### config.mk
export PLATFORM = sky130hd
export DESIGN_NAME = mem_arbiter
export DESIGN_NICKNAME = d
export VERILOG_FILES = /design/src/rtl/mem_arbiter.sv
export SDC_FILE = /design/constraint.sdc
export NUM_CORES = 1
export LEC_CHECK = 0
export CORE_MARGIN = 4
export CORE_UTILIZATION = 44
export CTS_BUF_LIST = sky130_fd_sc_hd__clkbuf_8
export CTS_CLUSTER_DIAMETER = 30
export DETAILED_ROUTE_END_ITERATION = 16
export PLACE_DENSITY_LB_ADDON = 0.2
export SYNTH_ARGS = -nofsm -noshare
export SYNTH_HDL_FRONTEND = slang
export SYNTH_SLANG_ARGS = --single-unit
### constraint.sdc
create_clock -name Clock -period 2.25 [get_ports Clock]
set_input_delay 0.45 -clock Clock [delete_from_list [all_inputs] [get_ports Clock]]
set_output_delay 0.45 -clock Clock [all_outputs]
set_load 0.005 [all_outputs]
### src/rtl/mem_arbiter.sv
// Fetch/data arbiter onto one memory port; grant 1 edge after request, Done 1 edge after MemReady.
// Backpressure: MemReady=0 holds the access indefinitely; data yields to a fetch after MAX_DATA_STREAK grants.
module mem_arbiter #(
  parameter int unsigned MAX_DATA_STREAK = 4
) (
  input  logic        Clock,
  input  logic        NReset,
  input  logic        IReq,
  input  logic [31:0] IAddress,
  output logic        IDone,
  output logic [31:0] IData,
  input  logic        DReq,
  input  logic        DWrite,
  input  logic [31:0] DAddress,
  input  logic [31:0] DWriteData,
  output logic        DDone,
  output logic [31:0] DReadData,
  output logic        MemRequest,
  output logic        MemWrite,
  output logic [31:0] MemAddress,
  output logic [31:0] MemWriteData,
  input  logic        MemReady,
  input  logic [31:0] MemReadData,
  output logic        Busy
);

  typedef enum logic [1:0] {IDLE, INST, DATA} state_t;

  localparam logic [3:0] MAX_STREAK = 4'(MAX_DATA_STREAK);

  state_t     state;
  logic [3:0] streak;
  logic       turnaround;
  logic       i_elig;
  logic       d_elig;
  logic       grant_d;
  logic       grant_i;

  // The completion cycle is a turnaround: nobody is granted while a Done is
  // high, which gives one idle cycle between Done and the next MemRequest.
  assign turnaround = IDone | DDone;
  assign i_elig     = IReq & ~turnaround;
  assign d_elig     = DReq & ~turnaround;
  assign grant_d    = d_elig & (~i_elig | (streak < MAX_STREAK));
  assign grant_i    = i_elig & (~d_elig | (streak == MAX_STREAK));

  always_ff @(posedge Clock or negedge NReset) begin
    if (!NReset) begin
      state        <= IDLE;
      streak       <= 4'd0;
      MemRequest   <= 1'b0;
      MemWrite     <= 1'b0;
      MemAddress   <= 32'd0;
      MemWriteData <= 32'd0;
      IDone        <= 1'b0;
      IData        <= 32'd0;
      DDone        <= 1'b0;
      DReadData    <= 32'd0;
      Busy         <= 1'b0;
    end else begin
      IDone <= 1'b0;
      DDone <= 1'b0;
      case (state)
        IDLE: begin
          if (grant_d) begin
            state        <= DATA;
            Busy         <= 1'b1;
            MemRequest   <= 1'b1;
            MemAddress   <= DAddress;
            MemWrite     <= DWrite;
            MemWriteData <= DWriteData;
            if (!IReq)
              streak <= 4'd0;
            else if (streak != MAX_STREAK)
              streak <= streak + 4'd1;
          end else if (grant_i) begin
            state      <= INST;
            Busy       <= 1'b1;
            MemRequest <= 1'b1;
            MemAddress <= IAddress;
            MemWrite   <= 1'b0;
            streak     <= 4'd0;
          end
        end
        INST: begin
          if (MemReady) begin
            state      <= IDLE;
            Busy       <= 1'b0;
            MemRequest <= 1'b0;
            MemWrite   <= 1'b0;
            IDone      <= 1'b1;
            IData      <= MemReadData;
          end
        end
        DATA: begin
          if (MemReady) begin
            state      <= IDLE;
            Busy       <= 1'b0;
            MemRequest <= 1'b0;
            MemWrite   <= 1'b0;
            DDone      <= 1'b1;
            // MemWrite still holds the latched direction of this access.
            DReadData  <= MemWrite ? 32'd0 : MemReadData;
          end
        end
        default: state <= IDLE;
      endcase
    end
  end

endmodule

==> impl_metrics.csv <==
group,metric,value,unit
sta,drv_slew,0,
synthesis,syn_area_per_cell,14.2,sq um
die,fp.dieH,127,um
sta,maxSlewHeadroom,66.1,%
critical_path,crit_path_start,"streak[0]",
detailed_routing,avgViaCountPerCell,4.84,
detailed_routing,ant_nets,0,
clocking,root_buffer,"clkbuf_8",
global_route,grt_util_all_layers,20.0,%
power,switching_power,3.56,mW
sta,setup_tns,0,ns
finish,diodes,0,
detailed_routing,drt_iter0_markers,196,
die,initial_core_util,44.7,%
critical_path,required,2.57,ns
power,power_frac_comb,48.5,%
sta,fmax,0.514,GHz
synthesis,synth_warnings,0,
critical_path,timing.rr.start,"streak[0]",
synthesis,ys_ff_latch,138,
detailed_routing,totalWireLength,15.6,mm
critical_path,r2r_slack,0.30,ns
global_route,grt_pass1_wl,25.3,mm
critical_path,critical-path-slowest-cell,"dfrtp_1",
detailed_routing,drt_pass1_iterations,4,
detailed_routing,wl_per_cell,17.3,um
synthesis,synth_edf_count,0,
hold_path,hold_depth,2,
die,core_area,13800,sq um
power,powerDensity,1290,nW/um^2
finish,stdcell_count,904,
clocking,cts_tree,"done",
die,io_pins,267,
synthesis,yosys.area.top_type,"dfrtp_1",
sta,fin_skew,0.00837,ns
power,vdd_drop_max,0.000677,V
finish,nNetsFinal,853,
sta,rsz0062_at_grt,"no",
critical_path,critical-path-top-delay-family,"flip-flops",
synthesis,ys_types,37,
clocking,htree_num_levels,4,
hold_path,hp-class,"register to register",
synthesis,syn-num-nets,575,
synthesis,synth_top_cell_area_share,55.9,%
critical_path,timing.rr.end,"MemAddress[31]",
die,dieArea,16000,sq um
finish,final_cell_mix,"clkdlybuf4s50_1 (265), dfrtp_1 (138), mux2_2 (81), mux2_4 (49), nand2_1 (36)",
hold_path,hold_start,"DReadData[30]",
sta,hold_violations,0,
placed_design,io_buffers,266,
clocking,clk_pin_slew_worst_paths,0.07,ns
placed_design,dp_cells,873,
run,drv_cap,0,
power,cellLeakagePower,4.17,nW
critical_path,end_kind,"register",
clocking,cts_made_buffers,17,
power,p_seq_share,35.6,%
synthesis,synthTopCellsByArea,"dfrtp_1 (56%), mux2_2 (15%), mux2_4 (12%)",
power,power.internal,8.66,mW
critical_path,reg2reg_depth,7,
detailed_routing,drc,0,
power,switching_share,29.1,%
global_route,antenna_found_initial,0,
finish,layout_commonest_cell,"clkdlybuf4s50_1",
placed_design,gp_congestion,0.808,
power,total_power,12.2,mW
finish,syn_to_final_growth,52.9,%
sta,setup_ws,0.303,ns
placed_design,hpwl,11.8,mm
synthesis,ys.flop_type,"dfrtp_1",
sta,timing.final.crit_share,86.5,%
sta,finalSetupViolations,0,
critical_path,path_buf_inv,2,
critical_path,cp_slowest_stage_delay,0.40,ns
critical_path,start_kind,"register",
clocking,insertion_delay,0.44,ns
hold_path,hold_end,"DReadData[30]",
clocking,cts.sinks,138,
die,floorplan.die.width,127,um
finish,drive_above_1_share,26.1,%
sta,worst-slew-pin-transition,0.508,ns
global_route,grt_pass1_vias,4722,
critical_path,critical_path.cell_chain,"inv_1 > ha_1 > nor2b_4 > o211a_4 > nor3b_4 > buf_12 > mux2_2",
finish,fillers,991,
critical_path,cp_data_arrival_time,2.27,ns
clocking,cts_resized,0,
placed_design,pre_cts_slack,-0.0193,ns
die,rows,43,
synthesis,postSynthCellCount,435,
critical_path,critical_path_class,"register to register",
detailed_routing,via_count,4376,
global_route,overflow,0,
power,power_frac_clock,15.9,%
status,status,"complete, no violations",
clocking,clk_path_buf_depth,2,
sta,finalCriticalPeriod,1.95,ns
global_route,grt_max_degree,66,
critical_path,cp_max_fo,21,
synthesis,syn_area,6180,sq um
synthesis,synthArstFlopShare,100,%
sta,holdWs,0.481,ns
synthesis,yosysSeqAreaShare,55.9,%
-- synth_stat cells, types with 2 or more instances --
master / n
mux2_2: 81
o211a_1: 2
clkbuf_1: 10
inv_1: 7
nand2b_1: 32
dfrtp_1: 138
buf_6: 5
nand2_1: 37
buf_1: 3
buf_8: 3
and3_1: 2
ha_1: 6
mux2_4: 49
buf_12: 3
o211ai_1: 2
o21ai_0: 33
nor2_1: 2
-- state kept, by name (all words and copies together), names as in the netlist --
| name | flops |
|---|---|
| streak | 4 |
| MemWrite | 1 |
| IData | 32 |
| DReadData | 32 |
| state | 2 |
| MemWriteData | 32 |
| MemAddress | 32 |
| IDone | 1 |
| Busy | 1 |
| DDone | 1 |
-- through the flow --
step	area [sq um]	utilization (%)
floorplan	6180	-
finish	9450	68.3
global placement	9060	65.6
detailed placement	9060	65.6
global route	9450	68.3
CTS	9450	68.3
-- worst register-to-register path, delay by kind of cell, from the launching register on --
kind / cells / cell delay, ns
AOI/OAI and AO/OA: 1 / 0.24
adders and majority gates: 1 / 0.19
buffers and inverters: 2 / 0.30
DFF: 1 / 0.40
muxes: 1 / 0.36
and+or+nand+nor: 2 / 0.34
-- worst max path at each step --
stage	slack (ns)	to	depth (start not counted)
after floorplan	0.43	MemAddress[21]	8
after global placement	0.02	MemAddress[30]	5
after detailed placement	-0.02	MemAddress[28]	5
after CTS	0.28	MemAddress[28]	7
after global routing	0.21	MemAddress[31]	7
final	0.30	MemAddress[31]	7
-- logic make-up after synthesis --
group                    Yosys count  synth area share, %
AO/OA/AOI/OAI                     46                 4.70
AND/OR/NAND/NOR                   82                 7.45
buffers and inverters             32                 3.95
adder cells (fa/ha/maj)            6                 1.21
multiplexers                     131                 26.8
flip-flops                       138                 55.9
-- power groups by stage --
| stage | Combinational (mW) | Clock, mW | Sequential [mW] |
|---|---|---|---|
| floorplan | 2.75 | 0 | 4.42 |
| global placement | 5.88 | 0 | 4.34 |
| detailed placement | 6.00 | 0 | 4.40 |
| CTS | 6.03 | 2.01 | 4.36 |
| global route | 6.38 | 2.12 | 4.51 |
| finish | 5.92 | 1.95 | 4.35 |
-- area by class of cell --
class | count | area (sq um) | share of cell area [%]
Inverter | 7 | 26.3 | 0.278
Sequential cell | 138 | 3450 | 36.6
Multi-Input combinational cell | 265 | 2490 | 26.4
Clock inverter | 12 | 126 | 1.34
Tap cell | 180 | 225 | 2.38
Clock buffer | 18 | 248 | 2.62
Timing Repair Buffer | 284 | 2880 | 30.4
-- repair_timing --
action,4_1_cts,5_1_grt
buffers inserted,0,0
endpoints found under the hold margin,48,0
hold buffers,1,0
-- routing by layer --
| metal | global-route usage [%] | routed length [um] | vias up |
|---|---|---|---|
| met5 | 0 | 0 | - |
| met4 | 5.49 | 176 | 0 |
| met3 | 9.43 | 1620 | 16 |
| met2 | 33.1 | 7660 | 174 |
| met1 | 23.3 | 6170 | 2132 |
| li1 | - | - | 2054 |
Power figures use the tool's default switching activity.
